### src/rtl/alu.sv
// 8-bit datapath ALU: combinational result and status flags, plus one
// registered shift/carry flag for chaining multi-byte operations.
//
// Ports:
//   Clk      in   clock; SC_Q updates on the rising edge
//   Reset_n  in   asynchronous active-low reset; clears SC_Q only
//   DatA     in   operand A
//   DatB     in   operand B
//   ALUop    in   operation select (ADD LSH AND OR SUB RSH CMP XOR)
//   SC_IN    in   shift-in bit used by LSH
//   FlagEn   in   when high, SC_Q captures SC_OUT on the rising edge
//   Rslt     out  operation result (combinational)
//   Zero     out  Rslt is all zeros (combinational)
//   Par      out  odd parity of Rslt (combinational)
//   SC_OUT   out  carry / borrow / shifted-out bit of the current op (combinational)
//   SC_Q     out  registered SC_OUT
module alu #(
  parameter int unsigned W = 8
) (
  input  logic         Clk,
  input  logic         Reset_n,
  input  logic [W-1:0] DatA,
  input  logic [W-1:0] DatB,
  input  logic [2:0]   ALUop,
  input  logic         SC_IN,
  input  logic         FlagEn,
  output logic [W-1:0] Rslt,
  output logic         Zero,
  output logic         Par,
  output logic         SC_OUT,
  output logic         SC_Q
);

  localparam logic [2:0] OP_ADD = 3'b000;
  localparam logic [2:0] OP_LSH = 3'b001;
  localparam logic [2:0] OP_AND = 3'b010;
  localparam logic [2:0] OP_OR  = 3'b011;
  localparam logic [2:0] OP_SUB = 3'b100;
  localparam logic [2:0] OP_RSH = 3'b101;
  localparam logic [2:0] OP_CMP = 3'b110;
  localparam logic [2:0] OP_XOR = 3'b111;

  localparam int unsigned WE = W + 1;

  logic [W:0]   sum_ext;
  logic [W:0]   diff_ext;
  logic         a_gt_b;
  logic         a_ne_b;
  logic [W-1:0] rslt_c;
  logic         sc_out_c;
  logic         sc_d;
  logic         sc_q;

  // Extended adders: bit W is the carry out of ADD and the borrow of SUB.
  assign sum_ext  = WE'(DatA) + WE'(DatB);
  assign diff_ext = WE'(DatA) - WE'(DatB);
  assign a_gt_b   = (DatA > DatB);
  assign a_ne_b   = (DatA != DatB);

  // Result and carry/shift-out select.
  always_comb begin
    rslt_c   = '0;
    sc_out_c = 1'b0;
    unique case (ALUop)
      OP_ADD: begin
        rslt_c   = sum_ext[W-1:0];
        sc_out_c = sum_ext[W];
      end
      OP_LSH: begin
        rslt_c   = {DatA[W-2:0], SC_IN};
        sc_out_c = DatA[W-1];
      end
      OP_AND: rslt_c = DatA & DatB;
      OP_OR:  rslt_c = DatA | DatB;
      OP_SUB: begin
        rslt_c   = diff_ext[W-1:0];
        sc_out_c = diff_ext[W];
      end
      OP_RSH: begin
        rslt_c   = {1'b0, DatA[W-1:1]};
        sc_out_c = DatA[0];
      end
      OP_CMP: rslt_c = {{(W-2){1'b0}}, a_gt_b, a_ne_b};
      OP_XOR: rslt_c = DatA ^ DatB;
      default: begin
        rslt_c   = '0;
        sc_out_c = 1'b0;
      end
    endcase
  end

  assign Rslt   = rslt_c;
  assign Zero   = (rslt_c == '0);
  assign Par    = ^rslt_c;
  assign SC_OUT = sc_out_c;

  // Flag register: load on FlagEn, otherwise hold.
  assign sc_d = FlagEn ? sc_out_c : sc_q;

  always_ff @(posedge Clk or negedge Reset_n) begin
    if (!Reset_n) begin
      sc_q <= 1'b0;
    end else begin
      sc_q <= sc_d;
    end
  end

  assign SC_Q = sc_q;

endmodule

### config.mk
export PLATFORM = sky130hd
export DESIGN_NAME = alu
export DESIGN_NICKNAME = d
export VERILOG_FILES = /design/src/rtl/alu.sv
export SDC_FILE = /design/constraint.sdc
export NUM_CORES = 1
export LEC_CHECK = 0
export ABC_AREA = 1
export BUFFER_PORTS_ARGS = -buffer_cell sky130_fd_sc_hd__buf_4
export CELL_PAD_IN_SITES_DETAIL_PLACEMENT = 1
export CELL_PAD_IN_SITES_GLOBAL_PLACEMENT = 1
export CORE_MARGIN = 1.5
export CORE_UTILIZATION = 35
export DETAILED_ROUTE_END_ITERATION = 8
export GPL_TIMING_DRIVEN = 0
export PLACE_DENSITY = 0.86
export SLEW_MARGIN = 20
export SYNTH_ARGS = -nofsm -noshare
export SYNTH_HDL_FRONTEND = slang
export SYNTH_SLANG_ARGS = --single-unit
### constraint.sdc
create_clock -name Clk -period 2.34 [get_ports Clk]
set_input_delay 0.117 -clock Clk [delete_from_list [all_inputs] [get_ports Clk]]
set_output_delay 0.117 -clock Clk [all_outputs]
set_load 0.02 [all_outputs]
==> impl_metrics.json, run 1 <==
{
  "outcome": "finished with violations",
  "violations": "setup timing",
  "finClkSkew_ps": 0,
  "wl_per_cell_um": 20.4,
  "worstSetupPathType": "in2out",
  "drtIter0Drc": 153,
  "drive_gt1_share_pct": 45.7,
  "crit_path_end_kind": "output port",
  "switching_share_pct": 55.4,
  "gr-usage-met2_pct": 48.1,
  "grt_max_degree": 10,
  "avgSynthCellArea_sq_um": 5.61,
  "vdd.ir_drop.worst_v": 0.000211,
  "grt_pass1_wl_mm": 10.4,
  "power_frac_comb_pct": 97.6,
  "overflow": 0,
  "p_total_w": 0.000883,
  "p_per_area_nw_per_um2": 352,
  "ys_seq_elements": 1,
  "clock_latency_ps": 0,
  "met1_usage_pct": 32.3,
  "critPathArrivalTime_ps": 2340,
  "grt_pass1_vias": 2215,
  "num_rows": 24,
  "ff_latch_area_sq_um": 25.0,
  "die_y_um": 71.6,
  "period_share_pct": 105,
  "chipWidth_um": 71.6,
  "busiest_layer": "met2",
  "syn_inst": 294,
  "antenna-diode-count": 0,
  "r2r_setup_slack_ps": 1740,
  "max_slew_margin_pct": 76.4,
  "ys_warn_count": 0,
  "antenna_left": 0,
  "drt-vias-per-instance": 5.81,
  "coreArea_sq_um": 4440,
  "grtUsageMet3_pct": 1.27,
  "cp.required_ps": 2220,
  "setup_viol": 1,
  "hold_class": "in2reg",
  "area_growth_pct": 52.0,
  "critPathLaunchType": "primary input",
  "fmax_mhz": 407,
  "synth_area_sq_um": 1650,
  "p_switching_w": 0.000489,
  "drv_cap": 0,
  "initial_core_util_pct": 37.1,
  "num-nets-final": 403,
  "dp_hpwl_mm": 4.76,
  "routed_wl_mm": 8.17,
  "track_usage_pct": 25.6,
  "synthFlopType": "dfrtp_1",
  "async_flop_share_pct": 100,
  "synth_edf_count": 0,
  "p_seq_share_pct": 2.4,
  "leakagePower_nw": 1.30,
  "ys_seq_area_share_pct": 1.52,
  "netlist.area_leader.share_pct": 21.2,
  "synthTopCellsByArea": "ha_1, nand2_1, inv_1",
  "yosysMostFrequentCell": "nand2_1",
  "antenna_found_initial": 0,
  "io_pins": 35,
  "drc": 0,
  "via_count": 2323,
  "fillers": 602,
  "first_pass_iters": 6,
  "timing.final.hold_violations": 0,
  "intPower_w": 0.000393,
  "synth_fp_nets": 347,
  "synth_common_cells": "nand2_1, inv_1, nand3_1",
  "port_buffers": 34,
  "multi_input_area_sq_um": 1730,
  "yosysUniqueCellTypes": 32,
  "utilization_pct": 56.4,
  "largest_register_ffs": 1,
  "synth_largest_area_cell": "ha_1",
  "path_clk_slew_ps": 0,
  "place.gp.congestion": 0.906,
  "tightest_slew_ps": 351,
  "fin_crit_ps": 2460,
  "slew_violations": 0,
  "die_area_sq_um": 5130,
  "worst_slack_ps": -117,
  "clock_power_share_pct": 0,
  "worst-path-max-fanout": 5
}
-- repair_timing --
| action | in CTS | in global routing |
|---|---|---|
| hold buffers | 1 | 0 |
| endpoints found under the setup margin | 1 | 1 |
| pin swaps | 16 | 22 |
| gates resized for setup | 49 | 49 |
| setup buffers | 8 | 10 |
| hold endpoints to repair | 1 | 0 |
| cloned | 1 | 1 |
-- worst max-delay path: stages --
cell and delay, ps:
buf_4 110, inv_2 60, ha_4 270, buf_6 130, inv_4 50, nand2_1 70, nand2_2 70, inv_2 80
nand2_2 90, nand2_1 120, nand2_1 70, nand2_1 80, nand3_2 100, nand2_1 100, nand2_1 90, ha_4 310
xnor2_4 120, xnor2_2 130, buf_4 160
-- kinds of logic after synthesis --
| kind of cell | Yosys count | synth area share [%] |
|---|---|---|
| DFF | 1 | 1.52 |
| xor gates and xnor gates | 5 | 2.66 |
| and+or+nand+nor | 161 | 44.7 |
| AOI/OAI and AO/OA | 35 | 12.8 |
| buffers and inverters | 62 | 14.6 |
| adders and majority gates | 30 | 23.7 |
-- per-layer routing --
metal  wire length [um]  vias up
li1                   -     1041
met1               3130     1117
met2               4090      131
met3                660       34
met4                293        0
met5                  0        -
-- area by class of cell --
type,instances,share of cell area [%]
multi-input combinational,231,69.0
timing repair buffer,55,16.7
inverter,59,9.88
tap,52,2.59
sequential,1,0.998
buffer,2,0.898
-- power by group through the flow --
stage	clock (W)	combinational (W)	sequential, W
floorplan	0	0.000386	0.0000231
finish	0	0.000862	0.0000209
global route	0	0.000911	0.0000212
detailed placement	0	0.000592	0.0000208
CTS	0	0.000692	0.0000209
global placement	0	0.000572	0.0000207
-- worst paths after layout --
path,from,to,cells past startpoint
worst max register to register,SC_Q,SC_Q,2
min in group asynchronous,Reset_n,SC_Q,2
max in group asynchronous,Reset_n,SC_Q,2
worst min-delay path,FlagEn,SC_Q,3
worst min register to register,SC_Q,SC_Q,2
worst max-delay path,DatA[2],Par,19
-- through the flow --
stage               setup slack, ps  std cells  TNS, ps  hold WS [ps]  area (sq um)
finish                         -117        400     -117           331          2510
detailed placement             -289        380     -289          -106          1980
global route                   -222        400     -222           342          2510
floorplan                      93.1        294        0          -179          1660
CTS                           0.753        389        0           330          2260
global placement               -229        380     -229          -108          1980
-- cell usage in the layout (no fill, tap or decap), types with 2 or more instances in the layout --
cell and n:
a21oi_1 12, a21oi_2 3, a21oi_4 2, buf_2 2
buf_4 51, buf_6 2, fa_2 2, ha_1 16
ha_4 12, inv_1 26, inv_2 24, inv_4 7
nand2_1 67, nand2_2 13, nand3_1 21, nand3_2 14
nand4_1 5, nor2_1 24, nor2_2 6, nor2_4 5
nor3_1 2, nor3_2 2, o21ai_0 4, o21ai_1 3
o21ai_2 3, o22ai_1 4, xnor2_2 2
No activity file was read; power rests on OpenSTA's default activity.
==> run 2, diff against run 1 <==
- MAX_ROUTING_LAYER: not set -> met4
==> run 2 against run 1 <==
The run ends with DRC, setup timing left. Total power shrank 0.40%. Die area is the same. Sequential power is essentially flat. Global-route usage grew 0.35 points. Cell area is essentially flat. Via count shrank 5.0%. Sequential share of layout area is essentially flat. Wire length shrank 8.1%. Highest routed layer unchanged.
==> impl_metrics.json, run 2 (same netlist as run 1, synthesis figures left out) <==
{
  "coreArea_sq_um": 4440,
  "io_pins": 35,
  "r2r-start": "SC_Q",
  "drv_cap": 0,
  "final_common_cell": "nand2_1",
  "p_switching_w": 0.000484,
  "antenna_left": 0,
  "holdWs_ps": 334,
  "cp.required_ps": 2220,
  "vdd.ir_drop.worst_v": 0.000228,
  "final_cells": 396,
  "worstSetupPathType": "in2out",
  "routed_wl_mm": 7.50,
  "max_slew_margin_pct": 77.8,
  "grtUsageMet3_pct": 0.563,
  "leakagePower_nw": 1.29,
  "grt_pass1_vias": 2224,
  "final_cell_mix": "nand2_1, buf_4, inv_1",
  "ff_latch_area_sq_um": 25.0,
  "initial_core_util_pct": 37.1,
  "r2r-end": "SC_Q",
  "dp_hpwl_mm": 4.82,
  "num-nets-final": 399,
  "clock_power_share_pct": 0,
  "die_y_um": 71.6,
  "tns_ps": -65.4,
  "clock_latency_ps": 0,
  "dp.cells": 380,
  "crit_top_cell": "nand2_1",
  "via_count": 2208,
  "antenna_found_initial": 0,
  "whs_endpoint": "SC_Q",
  "track_usage_pct": 25.9,
  "grt_pass1_wl_mm": 10.3,
  "area_growth_pct": 51.9,
  "placed_area_sq_um": 1980,
  "drc": 2,
  "rr_worst_depth": 2,
  "r2r_setup_slack_ps": 1730,
  "met1_usage_pct": 32.0,
  "antenna-diode-count": 0,
  "gr-usage-met2_pct": 47.0,
  "timing.final.hold_violations": 0,
  "num_rows": 24,
  "path_clk_slew_ps": 0,
  "slew_violations": 0,
  "crit_path_end_kind": "output port",
  "die_area_sq_um": 5130,
  "hold_class": "in2reg",
  "tightest_slew_ps": 333,
  "critPathSlowestCell": "ha_4",
  "busiest_layer": "met2",
  "overflow": 0,
  "setup_viol": 1,
  "power_frac_comb_pct": 97.6,
  "outcome": "finished with violations",
  "grt_max_degree": 10,
  "fmax_mhz": 416,
  "drive_gt1_share_pct": 46.8,
  "period_share_pct": 103,
  "chipWidth_um": 71.6,
  "p_per_area_nw_per_um2": 351,
  "largest_register_ffs": 1,
  "drt-vias-per-instance": 5.58,
  "worstPathCellList": "buf_4, inv_4, ha_4, buf_6, inv_2, nand2_1, nand2_2, inv_2, nand2_2, nand2_1, nand2_1, nand2_1, nand3_2, nand2_1, nor2_2, ha_4, xnor2_4, xnor2_2, buf_4",
  "p_seq_share_pct": 2.4,
  "max_stage_delay_ps": 240,
  "fin_crit_ps": 2410,
  "violations": "DRC, setup timing",
  "drtIter0Drc": 115,
  "worst_slack_ps": -65.4,
  "critPathLaunchType": "primary input",
  "fillers": 597,
  "worst-path-max-fanout": 5,
  "critPathArrivalTime_ps": 2290,
  "port_buffers": 34,
  "finClkSkew_ps": 0,
  "path_delay_family": "simple AND/OR/NAND/NOR gates",
  "multi_input_area_sq_um": 1760,
  "fin_area_sq_um": 2500,
  "switching_share_pct": 55.1,
  "intPower_w": 0.000395,
  "path_buf_inv": 6,
  "hold_depth": 3,
  "p_total_w": 0.000879,
  "hp-start": "FlagEn",
  "place.gp.congestion": 0.924,
  "wl_per_cell_um": 18.9,
  "first_pass_iters": 6
}
## run 2: metal layers
| layer | vias up | routed length, um |
|---|---|---|
| met5 | - | 0 |
| met4 | 0 | 210 |
| li1 | 1033 | - |
| met1 | 1083 | 3100 |
| met2 | 74 | 3780 |
| met3 | 18 | 416 |
## run 2: worst max-delay path by stage
stage	from	end	slack, ps	cells after the start
floorplan	DatA[0]	Par	90	12
global placement	DatA[5]	Par	-230	15
detailed placement	DatA[5]	Par	-300	15
CTS	DatA[3]	Par	4	17
global route	DatA[2]	Par	-110	19
finish	DatA[2]	Par	-70	19
## run 2: what timing repair did
item,CTS,global route
gates resized for setup,44,55
endpoints found under the hold margin,1,0
setup buffers,10,5
cloned,1,0
hold buffers,1,0
pin swaps,12,20
setup endpoints to repair,1,1
## run 2: final cells by class
type                            instances  area share [%]
Buffer                                  2           0.899
Multi-Input combinational cell        231            70.4
Tap cell                               52            2.60
Timing Repair Buffer                   51            15.4
Inverter                               59            9.69
Sequential cell                         1           0.999
## run 2: worst register-to-register path, stage by stage (launching register included)
cell     delay [ps]
dfrtp_1         360
nand2_1          70
nand2_1          50
## run 2: through the flow
stage	worst slack (ps)	utilization, %
global placement	-233	44.5
CTS	4.00	50.6
finish	-65.4	56.4
detailed placement	-304	44.5
global route	-113	56.4
floorplan	93.1	-
## run 2: power groups by stage
stage / sequential (W) / clock, W / combinational [W]
floorplan: 0.0000231 / 0 / 0.000386
global placement: 0.0000207 / 0 / 0.000573
detailed placement: 0.0000208 / 0 / 0.000593
CTS: 0.0000209 / 0 / 0.000687
global route: 0.0000212 / 0 / 0.000916
finish: 0.0000209 / 0 / 0.000858
==> run 3, diff against run 2 <==
- CORE_UTILIZATION: 35 -> 37
- PLACE_DENSITY: 0.86 -> 0.9
==> run 3 against run 2 <==
The run ends with setup timing left. Total power rose by 1.0%. Via count rose by 2.3%. Cell count rose by 0.51%. First-iteration DRC count rose by 26%. Wire length rose by 5.9%. Fmax rose by 0.69%. Sequential power barely moved.
==> impl_metrics.json, run 3 (same netlist as run 1, synthesis figures left out) <==
{
  "timing.final.hold_violations": 0,
  "leakagePower_nw": 1.30,
  "crit_top_cell": "nand2_2",
  "hold_class": "in2reg",
  "rsz0062_at_grt": "true",
  "place.gp.congestion": 0.968,
  "largest_register_ffs": 1,
  "antenna-diode-count": 0,
  "critPathSlowestCell": "ha_4",
  "fin_crit_ps": 2390,
  "chipWidth_um": 69.8,
  "via_count": 2259,
  "overflow": 0,
  "die_area_sq_um": 4870,
  "track_usage_pct": 27.4,
  "worst-path-max-fanout": 6,
  "clock_latency_ps": 0,
  "grt_pass1_wl_mm": 10.6,
  "drc": 0,
  "worst_slack_ps": -49.0,
  "grt_max_degree": 10,
  "crit_path_end_kind": "output port",
  "io_pins": 35,
  "max_stage_delay_ps": 240,
  "pre_cts_slack_ps": -295,
  "path_delay_family": "buffers and inverters",
  "period_share_pct": 102,
  "dp_hpwl_mm": 4.76,
  "vdd.ir_drop.worst_v": 0.000163,
  "antenna_left": 0,
  "area_growth_pct": 51.4,
  "holdWs_ps": 330,
  "fmax_mhz": 419,
  "final_cell_mix": "nand2_1, buf_4, inv_1",
  "worstPathCellList": "buf_4, inv_2, ha_4, buf_6, buf_6, nor2_4, nand2_2, nand2_2, nand2_1, nand3_1, nand2_2, a21oi_2, ha_4, xnor2_4, xnor2_2, buf_4",
  "outcome": "finished with violations",
  "critPathArrivalTime_ps": 2270,
  "setup_viol": 1,
  "critPathLaunchType": "primary input",
  "ff_latch_area_sq_um": 25.0,
  "finClkSkew_ps": 0,
  "grt_pass1_vias": 2272,
  "p_per_area_nw_per_um2": 356,
  "initial_core_util_pct": 38.1,
  "tns_ps": -49.0,
  "multi_input_area_sq_um": 1740,
  "cp.required_ps": 2220,
  "port_buffers": 34,
  "drt-vias-per-instance": 5.68,
  "antenna_found_initial": 0,
  "fillers": 601,
  "worstSetupPathType": "in2out",
  "drv_cap": 0,
  "slew_violations": 0,
  "drive_gt1_share_pct": 43.9,
  "p_total_w": 0.000888,
  "final_common_cell": "nand2_1",
  "routed_wl_mm": 7.94,
  "tightest_slew_ps": 391,
  "drtIter0Drc": 145,
  "first_pass_iters": 4,
  "coreArea_sq_um": 4320,
  "path_buf_inv": 5,
  "violations": "setup timing",
  "utilization_pct": 57.8,
  "path_clk_slew_ps": 0,
  "wl_per_cell_um": 20.0,
  "die_y_um": 69.8,
  "max_slew_margin_pct": 73.8,
  "num-nets-final": 401,
  "num_rows": 24
}
run 3: where the power goes:
group | internal (W) | total [W] | switching [W]
clock network | 0 | 0 | 0
registers | 0.0000196 | 0.0000207 | 0.00000108
logic | 0.000381 | 0.000868 | 0.000487
total | 0.000400 | 0.000888 | 0.000488
run 3: path summary, 6_finish.rpt:
check	startpoint	to	slack (ps)	cells after the start
hold / removal	FlagEn	SC_Q	330	3
setup / recovery	DatB[2]	Par	-50	16
hold reg to reg	SC_Q	SC_Q	490	2
max in group asynchronous	Reset_n	SC_Q	1800	2
min in group asynchronous	Reset_n	SC_Q	460	2
setup reg to reg	SC_Q	SC_Q	1740	2
run 3: worst reg2reg max path: stages (launching register included):
cell and delay [ps]:
dfrtp_1 360, nand2_1 80, nand2_1 50
run 3: layout make-up:
| type | count | area share [%] |
|---|---|---|
| plain buffers | 2 | 0.902 |
| inverters | 59 | 9.27 |
| flip-flops and latches | 1 | 1.00 |
| well taps | 52 | 2.61 |
| repair buffers | 53 | 16.4 |
| multi-input cells | 231 | 69.8 |
run 3: timing repair:
action | CTS | global route
hold buffers | 1 | 0
gates cloned | 0 | 1
pin swaps | 18 | 14
gates resized for setup | 54 | 36
endpoints found under the hold margin | 1 | 0
endpoints found under the setup margin | 1 | 2
setup buffers | 15 | 2
run 3: stage by stage:
step / area (sq um) / cells
final: 2500 / 398
after global routing: 2500 / 398
after CTS: 2290 / 395
after detailed placement: 1980 / 380
after global placement: 1980 / 380
after floorplan: 1660 / 294
run 3: per-layer routing:
metal	global-route usage, %	up-vias	part of all wire, %
met5	-	-	0
met4	6.41	0	2.7
met3	1.74	21	7.2
met2	48.5	104	51
met1	34.1	1096	39
li1	-	1038	-
